**config.mk**
```make
export PLATFORM = sky130hd
export DESIGN_NAME = sipo_rx4_flat
export DESIGN_NICKNAME = d
export VERILOG_FILES = /design/src/rtl/sipo_rx4_if.sv /design/src/rtl/sipo_rx4.sv /design/src/flat_wrapper.sv
export SDC_FILE = /design/constraint.sdc
export NUM_CORES = 1
export LEC_CHECK = 0
export ABC_AREA = 1
export CAP_MARGIN = 20
export CELL_PAD_IN_SITES_DETAIL_PLACEMENT = 1
export CELL_PAD_IN_SITES_GLOBAL_PLACEMENT = 1
export CORE_MARGIN = 2
export CORE_UTILIZATION = 39
export CTS_BUF_LIST = sky130_fd_sc_hd__clkbuf_2 sky130_fd_sc_hd__clkbuf_4 sky130_fd_sc_hd__clkbuf_8
export DETAILED_ROUTE_END_ITERATION = 16
export MAX_ROUTING_LAYER = met4
export PLACE_DENSITY = 0.87
export SETUP_SLACK_MARGIN = 0.05
export SLEW_MARGIN = 10
export SYNTH_ARGS = -nofsm -noshare
export SYNTH_HDL_FRONTEND = slang
export SYNTH_SLANG_ARGS = --single-unit
```
**constraint.sdc**
```tcl
create_clock -name clk -period 2.24 [get_ports clk]
set_input_delay 0.448 -clock clk [delete_from_list [all_inputs] [get_ports clk]]
set_output_delay 0.448 -clock clk [all_outputs]
set_load 0.02 [all_outputs]
```
**src/rtl/sipo_rx4_if.sv**
```systemverilog
// Bundle of serial-input, control and word-output signals for the sipo_rx4 deserializer.
// The slave modport is the deserializer side; the master modport is whoever feeds bits and takes words.
interface sipo_rx4_if #(
    parameter int WIDTH = 4
);
    localparam int CW = $clog2(WIDTH + 1);

    logic             sin;
    logic             sin_valid;
    logic             msb_first;
    logic             flush;
    logic             clr_ovr;
    logic             dout_ready;
    logic [WIDTH-1:0] dout;
    logic             dout_valid;
    logic [CW-1:0]    bit_cnt;
    logic             overrun;

    modport slave (
        input  sin, sin_valid, msb_first, flush, clr_ovr, dout_ready,
        output dout, dout_valid, bit_cnt, overrun
    );

    modport master (
        output sin, sin_valid, msb_first, flush, clr_ovr, dout_ready,
        input  dout, dout_valid, bit_cnt, overrun
    );
endinterface

```
**src/rtl/sipo_rx4.sv**
```systemverilog
// Serial-in parallel-out receiver: assembles WIDTH accepted bits into a word and
// presents it through a one-deep holding register with a sticky overrun flag.
module sipo_rx4 #(
    parameter int WIDTH = 4
) (
    input  logic        clk,
    input  logic        reset,
    sipo_rx4_if.slave   bus
);
    localparam int CW = $clog2(WIDTH + 1);

    // Output handshake: a word is consumed on any rising edge where dout_valid and
    // dout_ready are both 1; dout is held stable while dout_valid=1 and no consume occurs.
    logic [WIDTH-1:0] sh_q, sh_d;
    logic [CW-1:0]    cnt_q, cnt_d;
    logic             dir_q, dir_d;
    logic [WIDTH-1:0] hold_q, hold_d;
    logic             vld_q, vld_d;
    logic             ovr_q, ovr_d;

    logic             dir_eff;
    logic [WIDTH-1:0] shifted;
    logic             complete;
    logic             consume;

    always_comb begin
        sh_d     = sh_q;
        cnt_d    = cnt_q;
        dir_d    = dir_q;
        hold_d   = hold_q;
        vld_d    = vld_q;
        ovr_d    = ovr_q;
        complete = 1'b0;
        consume  = vld_q & bus.dout_ready;

        // The direction of a word is taken from msb_first on its first bit only.
        dir_eff  = (cnt_q == '0) ? bus.msb_first : dir_q;
        shifted  = dir_eff ? {sh_q[WIDTH-2:0], bus.sin} : {bus.sin, sh_q[WIDTH-1:1]};

        if (bus.flush) begin
            sh_d  = '0;
            cnt_d = '0;
        end else if (bus.sin_valid) begin
            dir_d = dir_eff;
            if (cnt_q == CW'(WIDTH - 1)) begin
                complete = 1'b1;
                sh_d     = '0;
                cnt_d    = '0;
            end else begin
                sh_d  = shifted;
                cnt_d = cnt_q + CW'(1);
            end
        end

        if (bus.clr_ovr) begin
            ovr_d = 1'b0;
        end
        if (consume) begin
            vld_d = 1'b0;
        end
        // A completed word may only land if the holding register is free or being drained.
        if (complete) begin
            if (!vld_q || bus.dout_ready) begin
                hold_d = shifted;
                vld_d  = 1'b1;
            end else begin
                ovr_d = 1'b1;
            end
        end
    end

    always_ff @(posedge clk or posedge reset) begin
        if (reset) begin
            sh_q   <= '0;
            cnt_q  <= '0;
            dir_q  <= 1'b0;
            hold_q <= '0;
            vld_q  <= 1'b0;
            ovr_q  <= 1'b0;
        end else begin
            sh_q   <= sh_d;
            cnt_q  <= cnt_d;
            dir_q  <= dir_d;
            hold_q <= hold_d;
            vld_q  <= vld_d;
            ovr_q  <= ovr_d;
        end
    end

    assign bus.dout       = hold_q;
    assign bus.dout_valid = vld_q;
    assign bus.bit_cnt    = cnt_q;
    assign bus.overrun    = ovr_q;
endmodule

```
**src/flat_wrapper.sv**
```systemverilog
// flat-port wrapper written by rule: the top's interface ports become plain ports
module sipo_rx4_flat 
#(
    parameter int WIDTH = 4
)
  (clk, reset, bus_sin, bus_sin_valid, bus_msb_first, bus_flush, bus_clr_ovr, bus_dout_ready, bus_dout, bus_dout_valid, bus_bit_cnt, bus_overrun);
  sipo_rx4_if #(.WIDTH(WIDTH)) bus_i ();
  input  logic clk;
  input  logic reset;
  input wire logic [$bits(bus_i.sin)-1:0] bus_sin;
  input wire logic [$bits(bus_i.sin_valid)-1:0] bus_sin_valid;
  input wire logic [$bits(bus_i.msb_first)-1:0] bus_msb_first;
  input wire logic [$bits(bus_i.flush)-1:0] bus_flush;
  input wire logic [$bits(bus_i.clr_ovr)-1:0] bus_clr_ovr;
  input wire logic [$bits(bus_i.dout_ready)-1:0] bus_dout_ready;
  output wire logic [$bits(bus_i.dout)-1:0] bus_dout;
  output wire logic [$bits(bus_i.dout_valid)-1:0] bus_dout_valid;
  output wire logic [$bits(bus_i.bit_cnt)-1:0] bus_bit_cnt;
  output wire logic [$bits(bus_i.overrun)-1:0] bus_overrun;
  assign bus_i.sin = bus_sin;
  assign bus_i.sin_valid = bus_sin_valid;
  assign bus_i.msb_first = bus_msb_first;
  assign bus_i.flush = bus_flush;
  assign bus_i.clr_ovr = bus_clr_ovr;
  assign bus_i.dout_ready = bus_dout_ready;
  assign bus_dout = bus_i.dout;
  assign bus_dout_valid = bus_i.dout_valid;
  assign bus_bit_cnt = bus_i.bit_cnt;
  assign bus_overrun = bus_i.overrun;
  sipo_rx4 #(.WIDTH(WIDTH)) u_core (.clk(clk), .reset(reset), .bus(bus_i));
endmodule
```
==> metrics.md, run 1 <==
| Metric | Value |
|---|---|
| Worst-margin pin slew | roughly 550 ps |
| Final HPWL from detailed placement | 1400 um |
| Syn Inst Count | between 80 and 90 |
| Hold_sp | u_core.sh_q[1] |
| CP Buf/Inv Count | 1 |
| CP peak stage delay | ~650 ps |
| Final setup vio count | 0 |
| Max FO, Critical Path | 4 |
| Most common flop cell mapped by yosys | dfrtp_1 |
| Fill cells | between 200 and 250 |
| Mux cell area share after synthesis | 0% |
| Largest net degree at the start of global routing | 15 |
| Largest family of logic cells by synthesized area | simple AND/OR/NAND/NOR gates |
| Final WL | 1790 um |
| Maximum VDD drop | around 0.38 mV |
| GRT met2 Usage | 34.2% |
| Fin crit share | around 82% |
| Met1 Usage GRT | 23.3% |
| Max cap viols | 0 |
| Synth cell types | 14 |
| Initial antenna violation count | 0 |
| Worst reg2reg path endpoint | u_core.sh_q[0] |
| Post-layout util | a little over half |
| Crit Path Class | reg2out |
| Top-level port count | 17 |
| Finished layout cell area | about 940 sq um |
| Async set-reset flop share out of synthesis | 100% |
| Clock Latency Late Sink | a little under 300 ps |
| Final ANT Viol Nets | 0 |
| Outcome | complete, no violations |
| Worst-path cell chain | clkdlybuf4s50_1 |
| Total clock sinks | 14 |
| Net Count, Synth | 98 |
| Global Route Usage Sum | 20.4% |
| Reg2reg path depth | 6 |
| Final min period | ~1800 ps |
| Static leakage | a little under 0.5 nW |
| # Post-CTS Setup Buffers | 0 |
| Yosys top cell by area | dfrtp_1 |
| Simple-Gate Fraction of Synth Area | about a third |
| Sequential Area | ~350 sq um |
| DP Area | slightly above 900 sq um |
| Share of layout cells above drive strength 1 | 13.9% |
| First-pass GRT wire length | a little under 3000 um |
| Root Driver | clkbuf_4 |
| Worst EP arrival | 1390 ps |
| Post-Syn Area | around 720 sq um |
| Hold Crit Class | reg2reg |
| GPL Wtd Cong | approximately 0.8 |
| Count leader, synth | nand2_1 |
| R2R setup slack | 900 ps |
| DR pass1 iterations | 4 |
| Syn_area_per_cell | between 8 and 9 sq um |
| Max Clock Skew | between 0.8 and 0.9 ps |
| YS warnings | 0 |
| Critical R2R Launch | u_core.bus.bit_cnt[0] |
| Hold depth | 2 |
| CTS H-tree depth | 1 |
| Die Ht | roughly 47 um |
| Levels on crit path | 1 |
| Busiest grt layer | met2 |
| Worst Path Required | between 1500 and 2000 ps |
| Row count | 15 |
| Die area | 0.00219 sq mm |
| CTS-repair resized insts | 0 |
| Setup crit start kind | flop |
| Number of synthesized flops with an enable pin | 0 |
| Via density per instance | 4.86 |
| FF+latch count, synth | 14 |
| DRT iter0 DRCs | 13 |
| Seq/Total Area, Yosys | between 40% and 50% |
| Final Slew Violations | 0 |
| Core area | between 0.0015 and 0.002 sq mm |
| Number of global-route vias before repair | a little under 700 |
| DRC | 0 |
| Port Buffers | 16 |
| Final nets | approximately 120 |
| Met3 Track Usage GR | under 10% |
| Top cell type's share of synthesized area | roughly half |
| Fmax | about 540 MHz |
| Worst hold endpoint | u_core.sh_q[1] |
| Relative slew slack | a little under two thirds |
| Fin. Hold Viols | 0 |
| Via count | 647 |
| Clock buffers created by TritonCTS | 3 |
| CTS tree | done |
| Synth cell count leaders | 20 x nand2_1, 18 x nand3_1, 15 x inv_1 |
| Largest delay share family, worst path | buffers and inverters |
| Post-Synth Adder-Cell Area | between 3 and 4% |
| Clock tree buffer depth | 2 |
| Clk slew on worst S/H paths | 90 ps |
| Post-Synth XOR/XNOR Area | 0% |
| Synth Area in Compound Gates | under 10% |
| N_diodes | 0 |
| RSZ-0062 raised after global routing | no |
| Slowest CP cell | clkdlybuf4s50_1 |
| Final setup TNS | 0 ps |
| GR Overflow Total | 0 |
| Die extent in x | approximately 47 um |
| CP endpoint kind | output pin |
| Multi-input logic area | 294 sq um |
| Initial Util | about two fifths |
| CTS Hold Bufs | 0 |
| Pwr dens | ~670 mW/mm^2 |
| Routed WL per cell | roughly 13 um |
| Synthesis-to-finish area growth | 31.8% |
| Top cells by area, synth | dfrtp_1 49%, nand3_1 13%, nand2_1 10%, inv_1 7.9%, nor2_4 4.7% |
tightest hold or removal path: cells and delay by family (launching register included):
kind / cells / cell delay [ps]
DFF: 1 / 350
and+or+nand+nor: 2 / 110
how the worst max path moves through the flow:
stage	start	endpoint
after floorplan	u_core.bus.bit_cnt[0]	u_core.bus.dout[0]
after global placement	bus_sin_valid	u_core.bus.dout[2]
after detailed placement	bus_sin_valid	u_core.bus.dout[1]
after CTS	u_core.bus.bit_cnt[2]	bus_bit_cnt[2]
after global routing	u_core.bus.bit_cnt[2]	bus_bit_cnt[2]
final	u_core.bus.bit_cnt[2]	bus_bit_cnt[2]
cells by family after synthesis:
family                     after synthesis
and+or+nand+nor                         47
buffers and inverters                   19
DFF                                     14
AOI/OAI and AO/OA                        6
adders and majority gates                2
where the power goes:
group	switching [mW]	leakage [nW]	total, mW	internal, mW
Sequential	0.0153	0.190	0.291	0.275
Combinational	0.0874	0.269	0.149	0.0617
Clock	0.0904	0.0210	0.190	0.0992
state kept, by name, indices dropped and copies added, names as in the netlist:
signal                 count
u_core.sh_q                4
u_core.bus.overrun         1
u_core.dir_q               1
u_core.bus.dout_valid      1
u_core.bus.dout            4
u_core.bus.bit_cnt         3
through the flow:
| step | power, mW | cells | hold WS [ps] | setup WS (ps) |
|---|---|---|---|---|
| 2_1_floorplan | 0.381 | 88 | 337 | 956 |
| 3_3_place_gp | 0.437 | 129 | 459 | 630 |
| 3_5_place_dp | 0.443 | 129 | 466 | 549 |
| 4_1_cts | 0.636 | 133 | 490 | 382 |
| 5_1_grt | 0.658 | 133 | 515 | 360 |
| 6_report | 0.629 | 133 | 491 | 399 |
per-layer routing:
metal / wire length (um) / vias to the layer above
met1: 817 / 307
met4: 40 / 0
met3: 70 / 5
met5: 0 / -
li1: - / 317
met2: 862 / 18
cell usage in the layout, fill, tap and decap left out, drive strengths merged:
cell type      instances
clkbuf                 4
ha                     2
nand3                 18
dfrtp                 14
nand3b                 1
nor2                   4
nand2                 24
inv                   19
a211oi                 1
clkdlybuf4s50         16
o21ai                  4
o22ai                  1
final cells by class:
type                    instances  share of cell area [%]
repair buffers                 16                    17.0
clock buffers                   4                    3.85
inverters                      19                    7.56
well taps                      25                    3.32
multi-input cells              55                    31.2
flip-flops and latches         14                    37.1
No activity file was read; power rests on OpenSTA's default activity.
==> run 2: changes to the inputs <==
--- a/config.mk
+++ b/config.mk
@@ -10,11 +10,11 @@
 export CELL_PAD_IN_SITES_DETAIL_PLACEMENT = 1
 export CELL_PAD_IN_SITES_GLOBAL_PLACEMENT = 1
 export CORE_MARGIN = 2
-export CORE_UTILIZATION = 39
+export CORE_UTILIZATION = 33
 export CTS_BUF_LIST = sky130_fd_sc_hd__clkbuf_2 sky130_fd_sc_hd__clkbuf_4 sky130_fd_sc_hd__clkbuf_8
 export DETAILED_ROUTE_END_ITERATION = 16
 export MAX_ROUTING_LAYER = met4
-export PLACE_DENSITY = 0.87
+export PLACE_DENSITY = 0.78
 export SETUP_SLACK_MARGIN = 0.05
 export SLEW_MARGIN = 10
 export SYNTH_ARGS = -nofsm -noshare
==> constraint.sdc (replaced) <==
create_clock -name clk -period 1.55 [get_ports clk]
set_input_delay 0.31 -clock clk [delete_from_list [all_inputs] [get_ports clk]]
set_output_delay 0.31 -clock clk [all_outputs]
set_load 0.02 [all_outputs]
==> run 2 against run 1 <==
  * Clock-buffer cell count is the same
  * Critical path depth stayed put
  * Die area up 17%
  * Global-route usage down 4.5 points
  * Combinational power grew 34%
  * Clock skew grew 6.8 ps
  * Via count up 0.31%
  * Register-to-register slack lost 680 ps
  * Sequential power rose by 43%
  * Non-clock buffer count is 2 higher
  * Sequential share of layout area shrank 0.24 points
  * Critical path type unchanged
  * Largest cell class unchanged
==> metrics.md, run 2 (synthesized netlist as in run 1, its figures left out) <==
| Metric | Value |
|---|---|
| Row count | 16 (was 15) |
| GPL Wtd Cong | 0.761 (was 0.796) |
| GR Overflow Total | 0 (unchanged) |
| DR pass1 iterations | 4 (unchanged) |
| Largest net degree at the start of global routing | 15 (unchanged) |
| DRT iter0 DRCs | 4 (was 13) |
| First-pass GRT wire length | 3000 um (was 2970 um) |
| Pwr dens | 918 mW/mm^2 (was 667 mW/mm^2) |
| Final setup vio count | 0 (unchanged) |
| Clock buffers created by TritonCTS | 3 (unchanged) |
| Port Buffers | 16 (unchanged) |
| Setup crit start kind | flop (unchanged) |
| Die extent in x | 50.6 um (was 46.8 um) |
| Core area | 0.00200 sq mm (was 0.00173 sq mm) |
| Root Driver | clkbuf_4 (unchanged) |
| Clk slew on worst S/H paths | 80 ps (was 90 ps) |
| Commonest non-fill, non-tap cells in the layout | 20 x nand2_1, 18 x nand3_1, 15 x inv_1 (was 20 x nand2_1, 18 x nand3_1, 16 x clkdlybuf4s50_1) |
| Total clock sinks | 14 (unchanged) |
| Max Clock Skew | 7.70 ps (was 0.864 ps) |
| Clock tree buffer depth | 2 (unchanged) |
| Fin cells | 137 (was 133) |
| R2R setup slack | 220 ps (was 900 ps) |
| Crit Path Class | reg2out (unchanged) |
| Synthesis-to-finish area growth | 32.7% (was 31.8%) |
| N_diodes | 0 (unchanged) |
| Maximum VDD drop | 0.703 mV (was 0.385 mV) |
| Initial Util | 35.7% (was 41.4%) |
| Final ANT Viol Nets | 0 (unchanged) |
| Worst-path cell chain | dlygate4sd2_1 (was clkdlybuf4s50_1) |
| CP Buf/Inv Count | 1 (unchanged) |
| Final setup TNS | 0 ps (unchanged) |
| Share of layout cells above drive strength 1 | 15.5% (was 13.9%) |
| Outcome | complete, no violations (unchanged) |
| Final HPWL from detailed placement | 1320 um (was 1400 um) |
| Number of global-route vias before repair | 645 (was 694) |
| Die area | 0.00256 sq mm (was 0.00219 sq mm) |
| Worst EP arrival | 1040 ps (was 1390 ps) |
| Final Slew Violations | 0 (unchanged) |
| Fmax | between 700 and 800 MHz |
| Worst-margin pin slew | 255 ps (was 548 ps) |
| Global Route Usage Sum | 15.9% (was 20.4%) |
| Max FO, Critical Path | 5 (was 4) |
| Fin crit share | 87.2% |
| Via count | 649 (was 647) |
| Final min period | roughly 1400 ps |
| Initial antenna violation count | 0 (unchanged) |
| DRC | 0 (unchanged) |
| Reg2reg path depth | 6 (unchanged) |
| Top-level port count | 17 (unchanged) |
| Largest delay share family, worst path | flip-flops (was buffers and inverters) |
| CTS H-tree depth | 1 (unchanged) |
| Relative slew slack | 83.0% (was 63.4%) |
| Routed WL per cell | 11.6 um (was 13.5 um) |
| Leading cell type in the layout, fill and taps excluded | nand2_1 (unchanged) |
| Max cap viols | 0 (unchanged) |
| Via density per instance | 4.74 (was 4.86) |
| Static leakage | 0.530 nW (was 0.480 nW) |
| CP peak stage delay | 420 ps (was 650 ps) |
| Dpl cells | 133 (was 129) |
| Hold Crit Class | in2async (was reg2reg) |
| Critical R2R Launch | u_core.bus.bit_cnt[0] (unchanged) |
| Clock Latency Late Sink | 280 ps (was 290 ps) |
| Final WL | 1580 um (was 1790 um) |
| RSZ-0062 raised after global routing | no (unchanged) |
| Die Ht | 50.6 um (was 46.8 um) |
| Slowest CP cell | dfrtp_1 (was clkdlybuf4s50_1) |
| Final nets | 121 (was 119) |
| Fin. Hold Viols | 0 (unchanged) |
| Worst reg2reg path endpoint | u_core.sh_q[0] (unchanged) |
| CTS tree | done (unchanged) |
| CP endpoint kind | output pin (unchanged) |
| Worst Path Required | 1240 ps (was 1790 ps) |
run 2: changes by cell type in the layout (fill, tap and decap cells not counted):
cell | before | now
clkdlybuf4s50_1 | 16 | 7
buf_4 | 0 | 2
dlygate4sd2_1 | 0 | 9
run 2: worst max path at each step:
stage / start / to / slack, ps / cells after the start
4_1_cts: u_core.bus.bit_cnt[0] / bus_bit_cnt[0] / 180 / 1
6_report: u_core.bus.bit_cnt[0] / bus_bit_cnt[0] / 200 / 1
3_3_place_gp: bus_sin_valid / u_core.bus.dout[2] / 70 / 8
3_5_place_dp: bus_sin_valid / u_core.bus.dout[0] / 30 / 8
2_1_floorplan: u_core.bus.bit_cnt[0] / u_core.bus.dout[0] / 270 / 8
5_1_grt: u_core.bus.bit_cnt[0] / u_core.bus.bit_cnt[1] / 120 / 6
run 2: area by class of cell:
| type | count | area [sq um] |
|---|---|---|
| Fill cell | 258 | 1050 |
| Sequential cell | 14 | 350 |
| Clock buffer | 4 | 36.3 |
| Timing Repair Buffer | 18 | 164 |
| Inverter | 19 | 71.3 |
| Tap cell | 27 | 33.8 |
| Multi-Input combinational cell | 55 | 294 |
run 2: timing repair:
item / CTS / global route
hold buffers: 0 / 0
setup buffers: 0 / 0
endpoints found under the setup margin: 9 / 0
resized for setup: 9 / 0
run 2: where the power goes:
part           internal (mW)  switching (mW)
clock network          0.143           0.112
registers              0.398          0.0193
logic                 0.0772           0.123
run 2: metrics by stage:
stage / hold WS (ps) / util, % / power, mW / area [sq um] / setup slack [ps]
final: 324 / 47.4 / 0.872 / 950 / 199
after global routing: 353 / 47.4 / 0.933 / 950 / 120
after CTS: 325 / 47.4 / 0.888 / 950 / 184
after detailed placement: 470 / 46.2 / 0.640 / 925 / 28.0
after global placement: 457 / 46.2 / 0.634 / 925 / 74.4
after floorplan: 199 / - / 0.550 / 716 / 266
run 2: metal layers:
| metal | global-route usage [%] | wire [um] |
|---|---|---|
| met5 | - | 0 |
| met4 | 4.05 | 14 |
| met3 | 5.06 | 79 |
| met2 | 25.7 | 801 |
| met1 | 19.3 | 689 |
